`src/rtl/cic_interp.sv`:
```
// CIC interpolator: comb chain at the input rate, R-fold zero stuffing,
// pipelined integrator chain at the clk rate, and power-of-two gain
// normalisation with saturation to the output width.
module cic_interp #(
  parameter int unsigned DATA_WIDTH = 16,
  parameter int unsigned OUT_WIDTH  = 16,
  parameter int unsigned N_STAGES   = 3,
  parameter int unsigned R          = 4,
  parameter int unsigned M          = 1
) (
  input  logic                  clk,
  input  logic                  rst_n,
  input  logic                  in_valid,
  output logic                  in_ready,
  input  logic [DATA_WIDTH-1:0] data_in,
  output logic                  out_valid,
  output logic [OUT_WIDTH-1:0]  data_out
);

  // Register growth of the full chain; every comb and integrator uses this width.
  localparam int unsigned ACC_WIDTH = DATA_WIDTH + N_STAGES * $clog2(R * M);
  localparam int unsigned CNT_WIDTH = $clog2(R);
  // Net DC gain is (R*M)^N / R, so this shift restores unity gain.
  localparam int unsigned SHIFT     = N_STAGES * $clog2(R * M) - $clog2(R);
  // Wide enough to hold both the shifted accumulator and the output limits.
  localparam int unsigned EXT_WIDTH = ((ACC_WIDTH > OUT_WIDTH) ? ACC_WIDTH : OUT_WIDTH) + 1;

  localparam logic [CNT_WIDTH-1:0] CNT_LAST = CNT_WIDTH'(R - 1);
  localparam logic signed [EXT_WIDTH-1:0] SAT_MAX =
    EXT_WIDTH'((64'sd1 <<< (OUT_WIDTH - 1)) - 64'sd1);
  localparam logic signed [EXT_WIDTH-1:0] SAT_MIN =
    EXT_WIDTH'(-(64'sd1 <<< (OUT_WIDTH - 1)));

  // Phase counter and handshake
  logic [CNT_WIDTH-1:0] cnt_q, cnt_d;
  logic                 in_ready_q, in_ready_d;
  logic                 accept_c;
  logic                 inject_c;
  logic [ACC_WIDTH-1:0] inj_val_c;

  // Comb delay lines: dly_q[k][0] is the newest input of comb stage k
  logic [ACC_WIDTH-1:0] dly_q [N_STAGES][M];
  logic [ACC_WIDTH-1:0] dly_d [N_STAGES][M];
  logic [ACC_WIDTH-1:0] comb_c [N_STAGES+1];

  // Integrator accumulators and their valid pipeline (v_q[k] qualifies integ_q[k])
  logic [ACC_WIDTH-1:0] integ_q [N_STAGES];
  logic [ACC_WIDTH-1:0] integ_d [N_STAGES];
  logic [N_STAGES-1:0]  v_q, v_d;

  // Output stage
  logic signed [ACC_WIDTH-1:0] shr_c;
  logic signed [EXT_WIDTH-1:0] ext_c;
  logic [OUT_WIDTH-1:0]        data_out_q, data_out_d;
  logic                        out_valid_q, out_valid_d;

  assign accept_c  = in_valid & in_ready_q;
  // Every cycle of a sample's R phases injects: the sample itself, then zeros.
  assign inject_c  = accept_c | (cnt_q != '0);
  assign inj_val_c = accept_c ? comb_c[N_STAGES] : '0;

  // Comb chain evaluated combinationally on the incoming sample
  always_comb begin
    comb_c[0] = ACC_WIDTH'($signed(data_in));
    for (int k = 0; k < N_STAGES; k++) begin
      comb_c[k+1] = comb_c[k] - dly_q[k][M-1];
    end
  end

  // Next state for phase counter, comb delay lines, integrators and valids
  always_comb begin
    cnt_d   = cnt_q;
    dly_d   = dly_q;
    integ_d = integ_q;
    v_d     = '0;

    if (cnt_q != '0) begin
      cnt_d = (cnt_q == CNT_LAST) ? '0 : cnt_q + CNT_WIDTH'(1);
    end else if (accept_c) begin
      cnt_d = CNT_WIDTH'(1);
    end

    if (accept_c) begin
      for (int k = 0; k < N_STAGES; k++) begin
        dly_d[k][0] = comb_c[k];
        for (int j = 1; j < M; j++) begin
          dly_d[k][j] = dly_q[k][j-1];
        end
      end
    end

    v_d[0] = inject_c;
    if (inject_c) begin
      integ_d[0] = integ_q[0] + inj_val_c;
    end
    for (int k = 1; k < N_STAGES; k++) begin
      v_d[k] = v_q[k-1];
      if (v_q[k-1]) begin
        integ_d[k] = integ_q[k] + integ_q[k-1];
      end
    end

    in_ready_d = (cnt_d == '0);
  end

  // Gain normalisation with saturation; data_out holds when no sample is valid
  always_comb begin
    shr_c       = $signed(integ_q[N_STAGES-1]) >>> SHIFT;
    ext_c       = EXT_WIDTH'(shr_c);
    data_out_d  = data_out_q;
    out_valid_d = v_q[N_STAGES-1];
    if (v_q[N_STAGES-1]) begin
      if (ext_c > SAT_MAX) begin
        data_out_d = OUT_WIDTH'(SAT_MAX);
      end else if (ext_c < SAT_MIN) begin
        data_out_d = OUT_WIDTH'(SAT_MIN);
      end else begin
        data_out_d = OUT_WIDTH'(ext_c);
      end
    end
  end

  // State registers; reset discards every in-flight sample
  always_ff @(posedge clk or negedge rst_n) begin
    if (!rst_n) begin
      cnt_q       <= '0;
      in_ready_q  <= 1'b1;
      v_q         <= '0;
      data_out_q  <= '0;
      out_valid_q <= 1'b0;
      for (int k = 0; k < N_STAGES; k++) begin
        integ_q[k] <= '0;
        for (int j = 0; j < M; j++) begin
          dly_q[k][j] <= '0;
        end
      end
    end else begin
      cnt_q       <= cnt_d;
      in_ready_q  <= in_ready_d;
      v_q         <= v_d;
      data_out_q  <= data_out_d;
      out_valid_q <= out_valid_d;
      integ_q     <= integ_d;
      dly_q       <= dly_d;
    end
  end

  assign in_ready  = in_ready_q;
  assign out_valid = out_valid_q;
  assign data_out  = data_out_q;

endmodule

```
`config.mk`:
```
export PLATFORM = sky130hd
export DESIGN_NAME = cic_interp
export DESIGN_NICKNAME = d
export VERILOG_FILES = /design/src/rtl/cic_interp.sv
export SDC_FILE = /design/constraint.sdc
export NUM_CORES = 1
export LEC_CHECK = 0
export CORE_MARGIN = 4
export CORE_UTILIZATION = 45
export DETAILED_ROUTE_END_ITERATION = 10
export PLACE_DENSITY = 0.65
export REMOVE_ABC_BUFFERS = 1
export SYNTH_ARGS = -nofsm -noshare
export SYNTH_HDL_FRONTEND = slang
export SYNTH_SLANG_ARGS = --single-unit
```
`constraint.sdc`:
```
create_clock -name clk -period 6 [get_ports clk]
set_input_delay 1.8 -clock clk [delete_from_list [all_inputs] [get_ports clk]]
set_output_delay 1.8 -clock clk [all_outputs]
set_load 0.005 [all_outputs]
```
## Word level (Yosys, flattened, before mapping)

Cells that the tools add are included.

- Output and inout bits: 18
- Input bits: 19
- Word-level logic and storage cells: 31
- Register bits after elaboration: 149

- Multiplexer cells: 6
- $add $sub $neg: 7
- Bitwise logic cells: 2
- Eq/ne operators: 1
- Reductions and logical operators: 2
- Order comparisons: 2

Operators by type and width:

| kind | number |
|---|---|
| $add 22x22->22 | 3 |
| $sub 22x22->22 | 2 |
| $mux 16 | 2 |
| $mux 22 | 1 |
| $gt 18x16->1 const B | 1 |
| $lt 18x16->1 const B | 1 |
| $sub 16x16->17 | 1 |
| $mux 2 | 3 |
| $add 2x1->2 const B | 1 |
| $eq 2x2->1 const B | 1 |
| $logic_not 2->1 | 1 |
| $reduce_bool 2->1 | 1 |
| $and 1x1->1 | 1 |
| $or 1x1->1 | 1 |

## Longest topological paths before layout

Gate-level depths: netlist of run 1.

- Depth after elaboration: 5
- Mapped depth: 37
- Depth with buffers taken out: 37

## Worst setup path after synthesis of run 1

Ideal clock, no wire load.

- Path kind: in2reg
- Start: in data_in[0]
- End: reg integ_q[65] in the netlist's numbering
- Cell stages on the path: 36
- Data required time: 5,920 ps
- Arrival time: 8,026 ps
- Buffers on the path: 0
- Library setup time: 80 ps
- Setup slack: -2,106 ps
- Cells stage by stage: inv_1 -> ha_1 -> fa_1 -> nor2b_1 -> o21ai_0 -> a21boi_0 -> o21ai_0 -> a21boi_0 -> o21ai_0 -> nor2b_1 -> xnor2_1 -> ha_1 -> nor2b_1 -> a41o_1 -> o21ai_0 -> nand2b_1 -> a21oi_1 -> xnor2_1 -> ha_1 -> a21o_1 -> a21o_1 -> a2bb2oi_1 -> o31ai_1 -> or2_2 -> a21oi_1 -> xor2_1 -> nor2_1 -> ha_1 -> o21ai_0 -> nand2_1 -> o21ai_0 -> nor3_1 -> a2111oi_0 -> xnor3_1 -> o21ai_1 -> xnor2_1

RTL lines:

| element | RTL line | source |
|---|---|---|
| from (decl) | 15 | `input logic [DATA_WIDTH-1:0] data_in,` |
| to (signal assigned) | 143 | `integ_q <= integ_d;` |
| to (decl) | 47 | `logic [ACC_WIDTH-1:0] integ_q [N_STAGES];` |

==> results.md, run 1 <==
- Outcome: finished, violations left
- Violated checks: setup timing
- Initial antenna violation count: 0
- Tightest Pin Transition: 1070 ps
- Antenna diode count: 0
- DIE HEIGHT: around 170 um
- Post-Syn Instances: approximately 1.3k
- Hold/Removal Path Class: flop to flop
- RSZ-0062 raised after global routing: yes
- Hold EP: dly_q[16]$_DFFE_PN0P_
- Share of layout cells above drive strength 1: 0.290
- Core footprint: 0.0243 sq mm
- H-tree depth: 4
- Rows: 57
- TritonCTS Buffers: 17
- CTS tree: yes
- Critical path endpoint category: flop
- Synth warn: 0
- Number of global-route vias before repair: 9530
- Die Area: 0.0272 sq mm
- Worst r2r src: dly_q[44]$_DFFE_PN0P_
- Distinct cells, synth: 69
- DRT Pass-1 Iters: 4
- Clk root buf: clkbuf_16
- Endpoints failing hold: 0
- Drt drc: 0
- First-pass GRT wire length: 41.6 mm
- Iter 0 DRT Violations: around 460
- Max cap viols: 0
- Slowest stage delay, CP: 370 ps
- Clk_skew: 12.0 ps
- #FFs+latches synth: 144
- R2r setup slk: -530 ps
- Final WS setup: -1560 ps
- Post-Route WL: approximately 25 mm
- Via-to-Cell Ratio: approximately 5.2
- Async SR Flop Fraction: 1.00
- Area post-placement: 0.0131 sq mm
- Most frequent cell after synthesis: dfrtp_1
- Worst skew pair latency: 430 ps
- P&R area growth vs syn: 34.8%
- Largest net degree at the start of global routing: 106
- Synth top area cells: dfrtp_1, ha_1, o21ai_0
- HPWL Detailed: 17.0 mm
- Detailed-route via count: between 9k and 10k
- Clk buf depth: 2
- Yosys top cell area share: 0.322
- Synthesized area: 0.0111 sq mm
- Slowest-stage cell, CP: fa_2
- Clock sink total: around 140
- Synth Area per Inst: approximately 8.5 sq um
- CP Max Fanout: 3
- EDFF count, synth: 0
- Port Buf Inserts: 36
- Final setup fails: 13
- Chip width: 165 um
- Net count, final: 1686
- Antenna viol nets, final: 0
- Cell taking the most area after synthesis: dfrtp_1
- Primary FF master, synth: dfrtp_1
- FMAX: 132 MHz
- Worst EP arrival: 7910 ps
- Reg2reg end: integ_q[65]$_DFFE_PN0P_
- GRT Total Usage: 0.181
- Worst Setup Start Kind: input port
- Most frequent CP cell: o21ai_2
- Final min period: 7560 ps
- Total gr overflow: 0
- Clock transition at the registers of the reported paths: 60 ps
- Sequential share of the synthesized area: 0.325
- Worst hold start: dly_q[16]$_DFFE_PN0P_
- Ports: 37
- Initial core utilization: 0.456
- Pins Over Slew Limit: 0
- Routed length per instance: 13.2 um
- Crit share post-route: 1.26
- R2R depth: 36
- Normalized max-slew margin: 0.285
- Design area: 0.0150 sq mm
- Cells on Worst Hold Path: 2
- Critical setup path kind: input port to flop
- Post-synth top cells: dfrtp_1, nand2_1, nor2_1, ha_1, inv_1
- GPL Wtd Cong: 0.848
- Worst Path Required: 6350 ps
layout make-up:
type	count	area, sq um
inverters	114	430
clock inverters	12	87.6
flip-flops and latches	144	3600
repair buffers	258	2080
well taps	324	405
clock buffers	19	433
multi-input cells	1007	7930
fillers	1990	9360
layout by cell type, fill, tap and decap left out, types with 6 or more instances in the layout:
cell type        instances
o21ai_0                 89
nor2_4                   8
mux2_2                  39
ha_4                    15
a21o_1                  32
nand4_1                  6
o31ai_1                 11
a31oi_1                  6
o21ai_2                 11
nor2_2                   6
ha_1                   100
a21oi_1                 63
buf_4                  210
o21a_1                  21
and3_1                  10
dfrtp_1                143
clkdlybuf4s50_1         30
xnor2_2                 12
nor3_2                   6
nor3_1                  15
a21boi_2                 6
xor2_1                  21
buf_6                   15
nand2b_1                15
a211oi_1                 6
nand3_1                 14
inv_1                  112
nor3b_1                  6
clkbuf_16               17
o211ai_1                19
o21ai_1                 11
nor2b_4                  6
nand2_1                122
nor2b_1                 21
or3_1                    6
xnor2_1                 46
nor2_1                 111
a21oi_2                 24
routing by layer:
layer / track usage / share of wire / routed length [um] / up-vias
met1: 0.208 / 0.42 / 10500 / 4570
met3: 0.0330 / 0.026 / 644 / 35
li1: - / - / - / 5048
met4: 0.0389 / 0.016 / 397 / 0
met5: 0 / 0 / 0 / -
met2: 0.347 / 0.54 / 13300 / 111
worst max-delay path by stage:
stage          startpoint  slack, ps  cells past startpoint                 endpoint
2_1_floorplan  data_in[0]      -2140                     36  integ_q[65]$_DFFE_PN0P_
3_3_place_gp   data_in[0]      -2910                     37  integ_q[65]$_DFFE_PN0P_
3_5_place_dp   data_in[0]      -3060                     38  integ_q[65]$_DFFE_PN0P_
4_1_cts        data_in[0]      -1640                     35  integ_q[65]$_DFFE_PN0P_
5_1_grt        data_in[0]      -1800                     40  integ_q[65]$_DFFE_PN0P_
6_report       data_in[0]      -1560                     38  integ_q[65]$_DFFE_PN0P_
stage by stage:
step	worst slack (ps)	utilization	hold WS [ps]	setup TNS (ps)	cells
global route	-1800	0.615	493	-15100	1878
floorplan	-2140	-	449	-14000	1265
detailed placement	-3060	0.538	467	-35880	1805
global placement	-2910	0.538	460	-33160	1805
finish	-1560	0.615	476	-11760	1878
CTS	-1640	0.586	481	-11610	1855
what timing repair did:
item	4_1_cts	5_1_grt
pin swaps	81	108
hold buffers	0	0
gates resized for setup	143	103
gates cloned	0	0
endpoints found under the setup margin	23	14
buffers inserted	22	32
worst max-delay path: cells and delay by family:
family	cells	cell delay [ps]
simple gates	8	990
buf+inv	4	420
compound gates	16	2600
xor+xnor	5	840
fa+ha+maj	5	1240
cell families (layout without fill, tap and decap cells):
family                   Yosys count  in the layout  share of synthesized area
AO/OA/AOI/OAI                    369            369                      0.209
buffers and inverters            151            403                     0.0511
XOR/XNOR                          83             83                     0.0667
adder cells (fa/ha/maj)          125            125                      0.145
flip-flops                       144            144                      0.325
multiplexers                      42             42                     0.0427
AND/OR/NAND/NOR                  388            388                      0.161
registers in the layout (all words and copies together) (netlist names):
| signal | count |
|---|---|
| cnt_q | 2 |
| dly_q | 55 |
| data_out | 16 |
| in_ready | 1 |
| out_valid | 1 |
| v_q | 3 |
| ext_c | 18 |
| integ_q | 48 |
Power of run 1 is left out: the tool's default activity adds up to more than one toggle a clock period on the data nets, which glitch-free logic cannot reach.
==> run 2, diff against run 1 <==
--- a/config.mk
+++ b/config.mk
@@ -5,6 +5,7 @@
 export SDC_FILE = /design/constraint.sdc
 export NUM_CORES = 1
 export LEC_CHECK = 0
+export CAP_MARGIN = 10
 export CORE_MARGIN = 4
 export CORE_UTILIZATION = 45
 export DETAILED_ROUTE_END_ITERATION = 10
==> results of run 2 <==
Same layout as run 1: the final DEF is identical, and so are final timing and power.
Power of run 2 is left out for the same reason.
==> run 3, diff against run 2 <==
--- a/config.mk
+++ b/config.mk
@@ -5,7 +5,6 @@
 export SDC_FILE = /design/constraint.sdc
 export NUM_CORES = 1
 export LEC_CHECK = 0
-export CAP_MARGIN = 10
 export CORE_MARGIN = 4
 export CORE_UTILIZATION = 45
 export DETAILED_ROUTE_END_ITERATION = 10
==> results of run 3 <==
Same layout as run 1: the final DEF is identical, and so are final timing and power.
Power of run 3 is left out for the same reason.
